## config.mk

```make
export PLATFORM = sky130hd
export DESIGN_NAME = arbiter_rr_8
export DESIGN_NICKNAME = d
export VERILOG_FILES = /design/src/rtl/arbiter_rr_8.sv
export SDC_FILE = /design/constraint.sdc
export NUM_CORES = 1
export LEC_CHECK = 0
export ABC_CLOCK_PERIOD_IN_PS = 9700
export CAP_MARGIN = 10
export CORE_MARGIN = 10
export CORE_UTILIZATION = 62
export CTS_BUF_LIST = sky130_fd_sc_hd__clkbuf_8
export DETAILED_ROUTE_END_ITERATION = 12
export GPL_TIMING_DRIVEN = 1
export PLACE_DENSITY = 0.9
export SETUP_SLACK_MARGIN = 0.2
export SYNTH_ARGS = -nofsm -noshare
export SYNTH_HDL_FRONTEND = slang
export SYNTH_SLANG_ARGS = --single-unit
export TNS_END_PERCENT = 1
```

## constraint.sdc

```tcl
create_clock -name clk -period 9.7 [get_ports clk]
set_input_delay 2.425 -clock clk [delete_from_list [all_inputs] [get_ports clk]]
set_output_delay 2.425 -clock clk [all_outputs]
set_load 0.02 [all_outputs]
```

## src/rtl/arbiter_rr_8.sv

```systemverilog
// arbiter_rr_8: eight-way bus arbiter, fixed priority or round-robin, with a hold timeout
module arbiter_rr_8 #(
    parameter int MAX_HOLD = 16
) (
    input  logic       clk,
    input  logic       rst_n,
    input  logic       enable,
    input  logic       rr_mode,
    input  logic [7:0] req,
    output logic [7:0] gnt,
    output logic [2:0] gnt_id,
    output logic       gnt_valid,
    output logic       timeout
);
    localparam logic st_idle = 1'b0;
    localparam logic st_grant = 1'b1;
    localparam logic [7:0] hold_last = (MAX_HOLD == 0) ? 8'd0 : 8'(MAX_HOLD - 1);
    logic        state;
    logic [2:0]  ptr;
    logic [7:0]  cnt;
    logic [7:0]  mask;
    logic [7:0]  elig;
    logic [7:0]  rot;
    logic [15:0] dbl;
    logic [2:0]  fix_idx;
    logic [2:0]  rot_idx;
    logic [2:0]  win;
    logic        owner_req;
    logic        expire;
    assign elig = req & ~mask;
    // rotate so ptr lands at bit 0; a plain lowest-bit search then gives the round-robin winner
    assign dbl = {elig, elig} >> ptr;
    assign rot = dbl[7:0];
    always_comb begin
        fix_idx = 3'd0;
        rot_idx = 3'd0;
        for (int i = 7; i >= 0; i--) begin
            fix_idx = elig[i] ? 3'(i) : fix_idx;
            rot_idx = rot[i] ? 3'(i) : rot_idx;
        end
    end
    assign win = rr_mode ? ptr + rot_idx : fix_idx;
    assign owner_req = req[gnt_id];
    assign expire = (MAX_HOLD != 0) && (cnt == hold_last);
    assign gnt_valid = |gnt;
    always_ff @(posedge clk) begin
        timeout <= 1'b0;
        if (!rst_n) begin
            state <= st_idle;
            ptr <= 3'd0;
            cnt <= 8'd0;
            mask <= 8'd0;
            gnt <= 8'd0;
            gnt_id <= 3'd0;
        end else if (state == st_idle) begin
            if (enable) begin
                mask <= 8'd0;
                if (|elig) begin
                    gnt <= 8'd1 << win;
                    gnt_id <= win;
                    cnt <= 8'd0;
                    state <= st_grant;
                end
            end
        end else if (!owner_req || expire) begin
            // a request drop on the expiry edge is an ordinary release: no mask, no pulse
            gnt <= 8'd0;
            ptr <= gnt_id + 3'd1;
            state <= st_idle;
            mask <= owner_req ? (8'd1 << gnt_id) : 8'd0;
            timeout <= owner_req;
        end else begin
            cnt <= (cnt == 8'hFF) ? cnt : cnt + 8'd1;
        end
    end
endmodule
```

Word-level counts from Yosys, hierarchy flattened. Index checks and enable logic that the tools add are counted. Widths: inputs -> output; s select.

Register bits after elaboration: 32. Input port bits: 12. Output and inout port bits: 13. Word-level logic and storage cells: 70.

$add $sub $neg: 3. $lt $le $gt $ge: 1. Equal/unequal tests: 5. Shift-type cells: 3. Mux-type cells: 36. Bitwise operators: 3. Reductions and logical operators: 12.

Operator list (count): $mux 8 (13); $mux 3 (17); $reduce_or 8->1 (2); $shl 1x3->8 const A (2); $shr 16x3->8 (1); $reduce_and 3->1 (3); $add 8x1->8 const B (1); $and 8x8->8 (1); $eq 8x4->1 const B (1); $eq 8x8->1 const B (1); $not 8->8 (1); $mux 1 (5); $lt 3x4->1 const B (1); $ne 2x2->1 const B (2); $reduce_and 2->1 (2); $reduce_and 4->1 (1); $reduce_bool 2->1 (2); $add 3x1->3 const B (1); $add 3x3->3 (1); $bmux 1 s3 (1); $ne 2x1->1 const B (1); $logic_not 1->1 (1); $logic_or 1x1->1 (1); $not 1->1 (1).

Logic depth before layout (Yosys ltp).
Word-level depth: 17. Gate-level depth with buffers: 15.

Worst setup path after synthesis. Ideal clock, no wire load.

Path type: input -> register. From: in req[4]. To: reg gnt[1]. Library setup time: 0.117 ns. Arrival time: 4.919 ns. Required time: 9.583 ns. Setup slack: 4.664 ns. Stages on the path: 15. Path buffers: 0. Cells stage by stage: nor2b_1 mux4_2 nor2_1 o21ai_0 a21oi_1 o21ai_0 nand2_1 ha_1 inv_1 fa_1 xnor2_1 nand3_1 o221a_2 and2_4 a22o_1.

Longest elaborated chain between the ends: 16.

RTL lines: start, declared (RTL line 9) `input logic [7:0] req,`; $and 8x8->8 (RTL line 30) `assign elig = req & ~mask;`; $shr 16x3->8 (RTL line 32) `assign dbl = {elig, elig} >> ptr;`; $mux 3 (8 in a row) (RTL line 39) `rot_idx = rot[i] ? 3'(i) : rot_idx;`; $add 3x3->3 (RTL line 42) `assign win = rr_mode ? ptr + rot_idx : fix_idx;`; $mux 3 (RTL line 42); $shl 1x3->8 (RTL line 59) `gnt <= 8'd1 << win;`; $mux 8 (RTL line 58) `if (|elig) begin`; $mux 8 (RTL line 56) `if (enable) begin`; $mux 8 (RTL line 55) `end else if (state == st_idle) begin`; end signal, assigned (RTL line 59); end, declared (RTL line 10) `output logic [7:0] gnt,`.

Several ways; a longest one is shown, not always the timed one. The select of a mux whose other input is x is not followed. A chain may end at the register's enable or synchronous reset.

Worst setup path in the final report.
From: in req[1]. To: reg gnt[1].

The elaborated chain is that of the path after synthesis.

==> metrics list <==
* Critical-path maximum fanout: 6
- Dominant register cell in the synthesized netlist: sky130_fd_sc_hd__dfxtp_1
* Flop and latch count out of synthesis: 32
- TritonCTS clock tree: yes
* Pwr Density: 144.1 mW/mm²
* Beginning of the worst hold path: gnt[3]
- Antenna violations before repair: 0
- Setup slack, reg-to-reg: 6.17 ns
* Vias in the first global route: 1852
* Share of flip-flops with an asynchronous set or reset: 0
- FMAX: 179.4 MHz
* Number of buffers inserted by port buffering: 24
- Hold timing on the final database bottoms out at a slack of 0.4598 ns.
- Clock tree skew after final layout: 0.006049 ns
* Detailed router's first-iteration violation count: 223
- Number of filler cells placed in the layout: 230
* Critical Path Sink Type: flip-flop
- Max-slew violations: 0
- STA classifies the critical path startpoint as an input port.
- Clock slew at the register clock pins of the worst setup and hold paths: 0.07 ns
- Setup violations remaining at the end of the flow were counted as 0.
- Most frequent cells in the layout: sky130_fd_sc_hd__dfxtp_1, sky130_fd_sc_hd__nand2_1, sky130_fd_sc_hd__clkdlybuf4s50_1
- Post-synthesis area per instance: 9.310 µm²
- Final TNS setup: 0 ns
- Die area: 0.006002 mm²
- Counting flops with a built-in enable in the synthesized netlist gives 0.
- Summed over all layers, the global routing overflow is 0.
- Outcome: complete, no violations
* Slew HR: 0.6174
* Seq. cell area: 640.6 µm²
- # DRC: 0
- Worst Setup SP: req[1]
- Starting density of the core: 0.6601
* Largest net degree at the start of global routing: 19
- For the pin with the worst max-slew slack, the measured transition is 0.5701 ns.
- Routed via count divided by cell count: 6.134
* Drt total wl: 4836 µm
- X dimension of the die: 77.48 µm
- Leading area contributor after synthesis: sky130_fd_sc_hd__dfxtp_1
- IR analysis of the VDD net gives a maximum drop of 0.1265 mV.
- The die is 77.48 µm tall.
- The first detailed-routing pass took 5 iterations.
- The floorplan step defined a core boundary enclosing 0.003103 mm².
- Data on the critical path arrives at its endpoint at 5.77 ns.
- Once the clock tree was built, the resizer swapped 0 gates to a different size.
* Layout Nets: 267
- Worst r2r src: ptr[2]
* Share of synthesized area occupied by flip-flops and latches: 0.3128
- Unrepaired setup endpoints after global routing: false
- Cell types with the largest area share after synthesis: sky130_fd_sc_hd__dfxtp_1, sky130_fd_sc_hd__mux4_2, sky130_fd_sc_hd__nor2b_1, sky130_fd_sc_hd__ha_1, sky130_fd_sc_hd__nand2_1
- Routed length per placed instance: 16.62 µm
- The detail route stage leaves a number of antenna-violating nets equal to 0.
* Post-DP HPWL: 3691 µm
* Global-route wire length before repair: 8480 µm
* Worst EP required: 9.89 ns
- No sink is reached through more buffers than the 2 on the longest clock path.
- The tool flagged a number of max-cap violations equal to 0.
- Area growth from synthesis to layout: 17.53%
- Clock latency on the worst-skew pair: 0.29 ns
- Gate count of the mapped netlist: 220
- The multi-input combinational cells in the finished layout cover a total of 0.001355 mm².
* End of the worst register-to-register path: gnt[1]
- Synthesis warning total: 0
- Number of rows created at floorplan: 20
- The final hold violation count is 0.
- Leaving out fill and tap cells, the most frequent cell in the layout is sky130_fd_sc_hd__dfxtp_1.
- Worst setup path end: gnt[1]
- In this run, distinct cell masters in the synthesized netlist total 45.
* Area fraction of the dominant cell type after synthesis: 0.3128
- I/O pin total: 25
- The congestion estimate from routability-driven global placement came to 0.8538.
- Number of buffers inserted to repair setup after CTS: 0
* Static leakage: 0.9085 nW
- The number of antenna diodes in the final layout is 0.
- The number of cells on the worst reg-to-reg path is 14.
* Sink Count: 32
* Global-route total usage across every layer: 0.1691
- TritonCTS buffer count: 5
* Mapped cell area: 0.002048 mm²
* Root Buffer: sky130_fd_sc_hd__clkbuf_8
* Total via count after detailed routing: 1785
* Hold Crit Class: reg2reg
- Shortest period the worst path allows: 5.576 ns
* Net count after synthesis: 241
- Layout cell share with drive strength beyond 1: 0.1012
* Share of the clock period used by the worst path after layout: 0.5748
* Deepest level of the CTS H-tree: 2
- Type of the worst setup path: in2reg
- In this run, post-CTS hold repair placed 0 buffers.
==> critical path: stages <==
cell and delay [ns]:
sky130_fd_sc_hd__clkdlybuf4s50_1 0.50, sky130_fd_sc_hd__nand2b_1 0.15, sky130_fd_sc_hd__mux4_2 0.54, sky130_fd_sc_hd__nor2_1 0.13, sky130_fd_sc_hd__o21ai_0 0.10, sky130_fd_sc_hd__a21oi_1 0.17
sky130_fd_sc_hd__o21ai_0 0.11, sky130_fd_sc_hd__nand2_1 0.08, sky130_fd_sc_hd__ha_1 0.14, sky130_fd_sc_hd__inv_1 0.05, sky130_fd_sc_hd__fa_1 0.37, sky130_fd_sc_hd__xnor2_1 0.25
sky130_fd_sc_hd__nand3_1 0.12, sky130_fd_sc_hd__o221a_2 0.28, sky130_fd_sc_hd__and2_4 0.18, sky130_fd_sc_hd__a22o_1 0.17
==> synth_stat cells (2+ instances only) <==
cell,n
sky130_fd_sc_hd__nand2_1,26
sky130_fd_sc_hd__clkbuf_1,3
sky130_fd_sc_hd__xnor2_1,2
sky130_fd_sc_hd__a21oi_1,6
sky130_fd_sc_hd__o22ai_1,2
sky130_fd_sc_hd__nor3_1,2
sky130_fd_sc_hd__inv_1,6
sky130_fd_sc_hd__o21ai_0,9
sky130_fd_sc_hd__mux4_1,3
sky130_fd_sc_hd__o211a_1,3
sky130_fd_sc_hd__nand2b_1,9
sky130_fd_sc_hd__a22o_1,2
sky130_fd_sc_hd__nand3_1,5
sky130_fd_sc_hd__a32o_1,2
sky130_fd_sc_hd__nor2_1,19
sky130_fd_sc_hd__mux4_2,8
sky130_fd_sc_hd__xor2_1,5
sky130_fd_sc_hd__a22oi_1,7
sky130_fd_sc_hd__nand4_1,5
sky130_fd_sc_hd__ha_1,8
sky130_fd_sc_hd__dfxtp_1,32
sky130_fd_sc_hd__and3_1,6
sky130_fd_sc_hd__nand2b_4,2
sky130_fd_sc_hd__nor4_1,3
sky130_fd_sc_hd__o21ai_1,8
sky130_fd_sc_hd__nor2b_1,17
sky130_fd_sc_hd__mux2i_1,2
==> state kept, by name, summed over array words and instances (netlist names) <==
| register | flops |
|---|---|
| gnt | 8 |
| gnt_id | 3 |
| ptr | 3 |
| timeout | 1 |
| state | 1 |
| mask | 8 |
| cnt | 8 |
==> worst min-delay path by stage <==
stage | to | slack (ns) | cells past startpoint
finish | gnt[3] | 0.46 | 2
global route | gnt[0] | 0.51 | 2
CTS | gnt[3] | 0.47 | 2
detailed placement | gnt[3] | 0.46 | 2
global placement | gnt[2] | 0.45 | 2
floorplan | cnt[7] | 0.47 | 2
==> cell families after synthesis <==
kind of cell | after synthesis | share of synthesized area
compound gates | 49 | 0.1766
xor+xnor | 7 | 0.02993
fa+ha+maj | 9 | 0.05865
buf+inv | 11 | 0.02566
flops | 32 | 0.3128
mux | 15 | 0.1491
simple gates | 97 | 0.2474
==> report_power, final <==
| group | internal [mW] | leakage (nW) | switching, mW |
|---|---|---|---|
| Clock | 0.0565 | 0.0486 | 0.0514 |
| Sequential | 0.137 | 0.259 | 0.00948 |
| Combinational | 0.0435 | 0.600 | 0.0492 |
==> per-layer routing <==
metal	vias to the layer above	GRT usage	routed length, µm
met5	-	0	0
met4	0	0.07482	74
met3	8	0.05300	329
met2	68	0.2751	2365
met1	850	0.2003	2065
li1	859	-	-
==> per-stage QoR <==
step | utilization | setup WS (ns) | std cells | cell area, µm² | power [mW]
final | 0.7758 | 4.124 | 291 | 2407 | 0.3468
after global routing | 0.7758 | 4.029 | 291 | 2407 | 0.3663
after CTS | 0.7758 | 4.180 | 291 | 2407 | 0.3476
after detailed placement | 0.7456 | 3.864 | 283 | 2313 | 0.2403
after global placement | 0.7456 | 4.046 | 283 | 2313 | 0.2375
after floorplan | - | 4.664 | 220 | 2048 | 0.2125
==> area by class of cell <==
type | count | area share
inverters | 6 | 0.009356
repair buffers | 24 | 0.09979
multi-input cells | 177 | 0.5629
clock inverters | 2 | 0.004678
clock buffers | 6 | 0.03430
well taps | 44 | 0.02287
flip-flops and latches | 32 | 0.2661
Power figures use the tool's default switching activity.
